--- src/rtl/uart_pkg.sv ---
// Shared types and helpers for the UART tx arbitration slice.
// Holds the arbiter state encoding and the round-robin pick.
package uart_pkg;

  localparam int BYTE_W  = 8;
  localparam int MAX_REQ = 8;

  typedef enum logic [2:0] {
    IDLE,
    LOAD,
    START,
    WAIT_BUSY,
    WAIT_DONE,
    HOLD
  } state_t;

  // First set bit of mask at or above ptr, wrapping modulo n.
  function automatic logic [MAX_REQ-1:0] rr_pick(
    input logic [MAX_REQ-1:0] mask,
    input logic [2:0]         ptr,
    input int                 n
  );
    logic [MAX_REQ-1:0] res;
    logic [2:0]         idx;
    logic               found;
    res   = '0;
    found = 1'b0;
    for (int k = 0; k < MAX_REQ; k++) begin
      idx = 3'((int'(ptr) + k) % n);
      if (k < n && !found && mask[idx]) begin
        res[idx] = 1'b1;
        found    = 1'b1;
      end
    end
    return res;
  endfunction

endpackage

--- src/rtl/uart_tx_arbiter_if.sv ---
// Requester and Uart8 tx handshake bundle.
// master = arbiter side, slave = requesters plus transmitter.
interface uart_tx_arbiter_if #(
  parameter int NUM_REQ = 4
) ();
  import uart_pkg::*;

  logic [NUM_REQ-1:0]        reqValid;
  logic [BYTE_W*NUM_REQ-1:0] reqData;
  logic [NUM_REQ-1:0]        reqLast;
  logic [NUM_REQ-1:0]        reqReady;

  logic              txEn;
  logic              txStart;
  logic [BYTE_W-1:0] txByte;
  logic              txBusy;
  logic              txDone;

  modport master (
    input  reqValid, reqData, reqLast,
    input  txBusy, txDone,
    output reqReady,
    output txEn, txStart, txByte
  );

  modport slave (
    output reqValid, reqData, reqLast,
    output txBusy, txDone,
    input  reqReady,
    input  txEn, txStart, txByte
  );

endinterface

--- src/rtl/rr_arbiter.sv ---
// Combinational round-robin pick: request mask and pointer
// in, one-hot winner and its index out.
module rr_arbiter
  import uart_pkg::*;
#(
  parameter int N = 4
) (
  input  logic [N-1:0] req,
  input  logic [2:0]   ptr,
  output logic [N-1:0] onehot,
  output logic [2:0]   idx,
  output logic         any
);

  logic [MAX_REQ-1:0] mask;
  logic [MAX_REQ-1:0] pick;

  always_comb begin
    mask   = MAX_REQ'(req);
    pick   = rr_pick(mask, ptr, N);
    onehot = pick[N-1:0];
    idx    = '0;
    for (int i = 0; i < MAX_REQ; i++) begin
      if (pick[i]) idx = 3'(i);
    end
    any = |req;
  end

endmodule

--- src/rtl/uart_tx_arbiter.sv ---
// Shares one Uart8 transmitter among NUM_REQ byte streams,
// locking the grant for a whole packet.
module uart_tx_arbiter
  import uart_pkg::*;
#(
  parameter int NUM_REQ          = 4,
  parameter int HOLD_TIMEOUT     = 120000,
  parameter int TX_START_TIMEOUT = 64
) (
  input  logic               clk,
  input  logic               reset,
  uart_tx_arbiter_if.master  bus,
  output logic [NUM_REQ-1:0] grant,
  output logic               busy,
  output logic               err
);

  localparam int HW = $clog2(HOLD_TIMEOUT) + 1;
  localparam int SW = $clog2(TX_START_TIMEOUT) + 1;
  localparam logic [HW-1:0] HOLD_MAX  = HW'(HOLD_TIMEOUT);
  localparam logic [SW-1:0] START_MAX = SW'(TX_START_TIMEOUT);

  state_t state;

  logic [2:0]    ptr;
  logic [2:0]    owner;
  logic          last;
  logic [HW-1:0] hold_cnt;
  logic [SW-1:0] start_cnt;

  logic [NUM_REQ-1:0] pick;
  logic [2:0]         pick_idx;
  logic               pick_any;

  logic [2:0]         next_ptr;
  logic [2:0]         sel;
  logic [NUM_REQ-1:0] sel_oh;
  logic               load;
  logic               frame_end;

  rr_arbiter #(
    .N (NUM_REQ)
  ) u_rr (
    .req    (bus.reqValid),
    .ptr    (ptr),
    .onehot (pick),
    .idx    (pick_idx),
    .any    (pick_any)
  );

  assign next_ptr = (owner == 3'(NUM_REQ - 1)) ? 3'd0
                                               : owner + 3'd1;

  // IDLE loads the fresh winner, HOLD reloads the locked owner.
  assign sel    = (state == HOLD) ? owner : pick_idx;
  assign sel_oh = (state == HOLD) ? grant : pick;
  assign load   = (state == IDLE && pick_any) ||
                  (state == HOLD && bus.reqValid[owner]);

  // A short frame may finish before busy is ever seen.
  assign frame_end = bus.txDone &&
                     (state == WAIT_BUSY || state == WAIT_DONE);

  assign busy = (state != IDLE);

  always_ff @(posedge clk) begin
    if (reset) begin
      state        <= IDLE;
      ptr          <= '0;
      owner        <= '0;
      last         <= 1'b0;
      hold_cnt     <= '0;
      start_cnt    <= '0;
      grant        <= '0;
      err          <= 1'b0;
      bus.reqReady <= '0;
      bus.txEn     <= 1'b0;
      bus.txStart  <= 1'b0;
      bus.txByte   <= '0;
    end else begin
      bus.reqReady <= '0;
      bus.txStart  <= 1'b0;
      if (frame_end) begin
        if (last) begin
          state    <= IDLE;
          grant    <= '0;
          bus.txEn <= 1'b0;
          ptr      <= next_ptr;
        end else begin
          state    <= HOLD;
          hold_cnt <= '0;
        end
      end else begin
        unique case (state)
          IDLE: begin
            if (pick_any) begin
              state <= LOAD;
              grant <= pick;
              owner <= pick_idx;
            end
          end
          LOAD: begin
            state       <= START;
            bus.txStart <= 1'b1;
          end
          START: begin
            state     <= WAIT_BUSY;
            start_cnt <= '0;
          end
          WAIT_BUSY: begin
            if (bus.txBusy) begin
              state <= WAIT_DONE;
            end else if (start_cnt == START_MAX) begin
              err      <= 1'b1;
              grant    <= '0;
              bus.txEn <= 1'b0;
              state    <= IDLE;
            end else begin
              start_cnt <= start_cnt + SW'(1);
            end
          end
          WAIT_DONE: begin
            state <= WAIT_DONE;
          end
          HOLD: begin
            if (load) begin
              state    <= LOAD;
              hold_cnt <= '0;
            end else if (hold_cnt == HOLD_MAX) begin
              state    <= IDLE;
              grant    <= '0;
              bus.txEn <= 1'b0;
              ptr      <= next_ptr;
            end else begin
              hold_cnt <= hold_cnt + HW'(1);
            end
          end
          default: begin
            state <= IDLE;
          end
        endcase
      end
      if (load) begin
        bus.reqReady <= sel_oh;
        bus.txEn     <= 1'b1;
        bus.txByte   <= bus.reqData[sel*BYTE_W +: BYTE_W];
        last         <= bus.reqLast[sel];
      end
    end
  end

endmodule
--- src/flat_wrapper.sv ---
// flat-port wrapper written by rule: the top's interface ports become plain ports
module uart_tx_arbiter_flat import uart_pkg::*;
#(
  parameter int NUM_REQ          = 4,
  parameter int HOLD_TIMEOUT     = 120000,
  parameter int TX_START_TIMEOUT = 64
)
  (clk, reset, grant, busy, err, bus_reqValid, bus_reqData, bus_reqLast, bus_txBusy, bus_txDone, bus_reqReady, bus_txEn, bus_txStart, bus_txByte);
  uart_tx_arbiter_if #(.NUM_REQ(NUM_REQ)) bus_i ();
  input  logic clk;
  input  logic reset;
  output logic [NUM_REQ-1:0] grant;
  output logic busy;
  output logic err;
  input wire logic [$bits(bus_i.reqValid)-1:0] bus_reqValid;
  input wire logic [$bits(bus_i.reqData)-1:0] bus_reqData;
  input wire logic [$bits(bus_i.reqLast)-1:0] bus_reqLast;
  input wire logic [$bits(bus_i.txBusy)-1:0] bus_txBusy;
  input wire logic [$bits(bus_i.txDone)-1:0] bus_txDone;
  output wire logic [$bits(bus_i.reqReady)-1:0] bus_reqReady;
  output wire logic [$bits(bus_i.txEn)-1:0] bus_txEn;
  output wire logic [$bits(bus_i.txStart)-1:0] bus_txStart;
  output wire logic [$bits(bus_i.txByte)-1:0] bus_txByte;
  assign bus_i.reqValid = bus_reqValid;
  assign bus_i.reqData = bus_reqData;
  assign bus_i.reqLast = bus_reqLast;
  assign bus_i.txBusy = bus_txBusy;
  assign bus_i.txDone = bus_txDone;
  assign bus_reqReady = bus_i.reqReady;
  assign bus_txEn = bus_i.txEn;
  assign bus_txStart = bus_i.txStart;
  assign bus_txByte = bus_i.txByte;
  uart_tx_arbiter #(.NUM_REQ(NUM_REQ), .HOLD_TIMEOUT(HOLD_TIMEOUT), .TX_START_TIMEOUT(TX_START_TIMEOUT)) u_core (.clk(clk), .reset(reset), .bus(bus_i), .grant(grant), .busy(busy), .err(err));
endmodule
--- config.mk ---
export PLATFORM = sky130hd
export DESIGN_NAME = uart_tx_arbiter_flat
export DESIGN_NICKNAME = d
export VERILOG_FILES = /design/src/rtl/uart_pkg.sv /design/src/rtl/uart_tx_arbiter_if.sv /design/src/rtl/rr_arbiter.sv /design/src/rtl/uart_tx_arbiter.sv /design/src/flat_wrapper.sv
export SDC_FILE = /design/constraint.sdc
export NUM_CORES = 1
export LEC_CHECK = 0
export ABC_AREA = 1
export BUFFER_PORTS_ARGS = -buffer_cell sky130_fd_sc_hd__buf_4
export CAP_MARGIN = 0
export CORE_ASPECT_RATIO = 1.4
export CORE_UTILIZATION = 45
export DETAILED_ROUTE_END_ITERATION = 16
export PLACE_DENSITY = 0.69
export SETUP_SLACK_MARGIN = 0.2
export SYNTH_ARGS = -nofsm -noshare
export SYNTH_HDL_FRONTEND = slang
export SYNTH_SLANG_ARGS = --single-unit
--- constraint.sdc ---
create_clock -name clk -period 4.88 [get_ports clk]
set_input_delay 0.732 -clock clk [delete_from_list [all_inputs] [get_ports clk]]
set_output_delay 0.732 -clock clk [all_outputs]
set_load 0.02 [all_outputs]
==> impl_metrics.tcl <==
set metrics [dict create \
    status "finished clean" \
    ys_seq_area_share_pct 30.3 \
    dieArea_um2 8000 \
    cts_tree "yes" \
    leakagePower_nw 2.04 \
    fin_tns_setup_ns 0 \
    layout.nets 655 \
    via_count 3666 \
    ir_drop_mv 0.197 \
    required_ns 5.09 \
    cp-start-kind "flip-flop" \
    cpMaxStageDelayCell "nand2_1" \
    ys_warn_count 0 \
    numClockSinks 52 \
    design.core.area_um2 7360 \
    min_period_ns 2.86 \
    worstMarginPinSlew_ns 0.686 \
    grt-ovfl-total 0 \
    ant_nets 0 \
    numCtsBuffers 5 \
    post-place-cells 691 \
    final_util_pct 55.4 \
    synth_cell_types 42 \
    drt_iter0_drc 159 \
    track_usage_pct 23.9 \
    path_buf_inv 2 \
    wl_per_cell_um 12.9 \
    grt_pass1_vias 3430 \
    hold_class "reg -> reg" \
    setup_viol 0 \
    fmax_mhz 349 \
    crit_family "simple AND/OR/NAND/NOR gates" \
    grt_max_degree 22 \
    row_count 37 \
    multiInputGateArea_um2 1940 \
    seqCellArea_um2 1040 \
    place_area_um2 3990 \
    cp_common_cell "nand2_1" \
    drc 0 \
    grt_setup_unrepaired "false" \
    finish.instance_area_um2 4080 \
    hold_buffers 0 \
    drt_first_pass_iters 4 \
    clk_path_buf_depth 2 \
    final_max_slew_viol_count 0 \
    path_clk_slew_ns 0.10 \
    postSynthCellCount 539 \
    fillers 795 \
    pin_count 64 \
    wl_mm 9.04 \
    die_w_um 75.9 \
    initial_core_util_pct 46.7 \
    ctsResizeCount 0 \
    post-place-ws_ns 1.88 \
    area_growth_pct 18.7 \
    h-tree-depth 2 \
    critPathMaxFanout 21 \
    syn_nets 593 \
    grt_pass1_wl_mm 15.0 \
    ctsRootBufferMaster "clkbuf_8" \
    power_density_nw_per_um2 310 \
    cts_setup_buffers 0 \
    ys_ff_latch 52 \
    fin_cells 698 \
    antennaDiodeCount 0 \
    die_h_um 105 \
    path_cells "inv_2 -> nor3_4 -> nand3_1 -> nand2_1 -> inv_2 -> nand2_2 -> nand2_1 -> nand2_2 -> nand4_1 -> nor2_1 -> nand2_1 -> nand2_1 -> nor2_1" \
    via_per_inst 5.25 \
    portBuffers 63 \
    relSlewSlack_pct 54.2 \
    hold_viol 0 \
    final_cell_mix "116 x nand2_1, 95 x inv_1, 75 x nand3_1, 63 x buf_4, 52 x dfxtp_1" \
    endpoint_kind "flip-flop" \
    drive_gt1_share_pct 18.0 \
    netlist_area_um2 3440 \
    layout_setup_ws_ns 2.02 \
    post-route-period-util_pct 58.6 \
    layout_commonest_cell "nand2_1" \
    clock_skew_ns 0.0103 \
    arrival_ns 3.07 \
    antenna_found_initial 0 \
    path_class "reg -> reg" \
    drv_cap 0 \
    max_stage_delay_ns 0.56 \
    dp_hpwl_mm 6.98 \
    avgSynthCellArea_um2 6.38 \
    place.gp.congestion 0.880 \
    clkLatencyLatePin_ns 0.30 \
]
[flip-flops by register name, summed over array words and instances (netlist names)]
| name | count |
|---|---|
| u_core.bus.reqReady | 4 |
| u_core.bus.txByte | 8 |
| u_core.bus.txEn | 1 |
| u_core.bus.txStart | 1 |
| u_core.err | 1 |
| u_core.grant | 4 |
| u_core.hold_cnt | 18 |
| u_core.last | 1 |
| u_core.owner | 2 |
| u_core.ptr | 2 |
| u_core.start_cnt | 7 |
| u_core.state | 3 |
[metrics by stage]
stage	power [mW]	hold WS [ns]
6_report	1.26	0.465
5_1_grt	1.36	0.489
4_1_cts	1.28	0.469
3_5_place_dp	1.02	0.445
3_3_place_gp	1.01	0.450
2_1_floorplan	0.864	0.422
[cell type report]
class | count | share of cell area, %
sequential | 52 | 25.5
timing repair buffer | 63 | 11.6
tap | 97 | 2.98
inverter | 109 | 10.0
clock inverter | 1 | 0.215
clock buffer | 6 | 2.02
multi-input combinational | 370 | 47.6
[cells by family after synthesis]
family          Yosys count  synth area share, %
compound gates           68                 11.3
xor+xnor                  3                0.765
fa+ha+maj                10                 3.64
buf+inv                 117                 13.2
flops                    52                 30.3
simple gates            289                 40.8
[metal layers]
layer | GRT usage (%) | up-vias | wire length [um]
li1 | - | 1862 | -
met1 | 25.0 | 1689 | 3570
met2 | 44.3 | 89 | 4890
met3 | 3.73 | 26 | 285
met4 | 10.7 | 0 | 286
met5 | 0 | - | 0
[Yosys cell counts]
cell type / count / area [um^2]
inv_1: 95 / 357
a221oi_1: 1 / 8.76
o21a_1: 1 / 7.51
nor3_4: 1 / 16.3
nand2_1: 116 / 435
nor2_4: 3 / 33.8
a21oi_1: 26 / 130
a22oi_1: 2 / 15.0
nand4_2: 1 / 12.5
o211ai_1: 2 / 15.0
a211oi_1: 4 / 30.0
nand2_8: 1 / 20.0
clkbuf_1: 4 / 15.0
o21ai_2: 2 / 17.5
nand3_1: 75 / 375
nand3b_1: 1 / 7.51
nand3_2: 2 / 20.0
nor4_1: 10 / 62.6
o21ai_1: 4 / 20.0
buf_4: 1 / 7.51
a31oi_1: 2 / 12.5
xor2_1: 3 / 26.3
nor2_2: 3 / 18.8
nor2_1: 38 / 143
o2111ai_1: 1 / 8.76
nand4_1: 10 / 62.6
or2_2: 1 / 6.26
buf_6: 1 / 11.3
ha_1: 10 / 125
clkinv_1: 2 / 7.51
o21ai_0: 21 / 105
or3b_1: 1 / 8.76
dfxtp_1: 52 / 1040
inv_2: 12 / 45.0
nand2_4: 4 / 45.0
buf_2: 2 / 10.0
nand2_2: 7 / 43.8
a32oi_1: 1 / 8.76
a41oi_1: 1 / 8.76
nor3_1: 12 / 60.1
nand3b_4: 1 / 20.0
and3_1: 2 / 12.5
[where the power goes]
group	internal, mW	switching, mW
logic	0.179	0.318
registers	0.475	0.0402
clock network	0.113	0.140
total	0.767	0.497
[path summary, 6_finish.rpt]
kind | from | depth (start not counted) | slack, ns | to
min | u_core.start_cnt[6]$_SDFFE_PP0P_ | 1 | 0.47 | u_core.start_cnt[6]$_SDFFE_PP0P_
max | u_core.state[2]$_SDFFE_PP0P_ | 13 | 2.02 | u_core.hold_cnt[11]$_SDFFE_PP0P_
max reg2reg | u_core.state[2]$_SDFFE_PP0P_ | 13 | 2.02 | u_core.hold_cnt[11]$_SDFFE_PP0P_
min reg2reg | u_core.start_cnt[6]$_SDFFE_PP0P_ | 1 | 0.47 | u_core.start_cnt[6]$_SDFFE_PP0P_
Note: power is estimated with default switching activity, not from simulation.
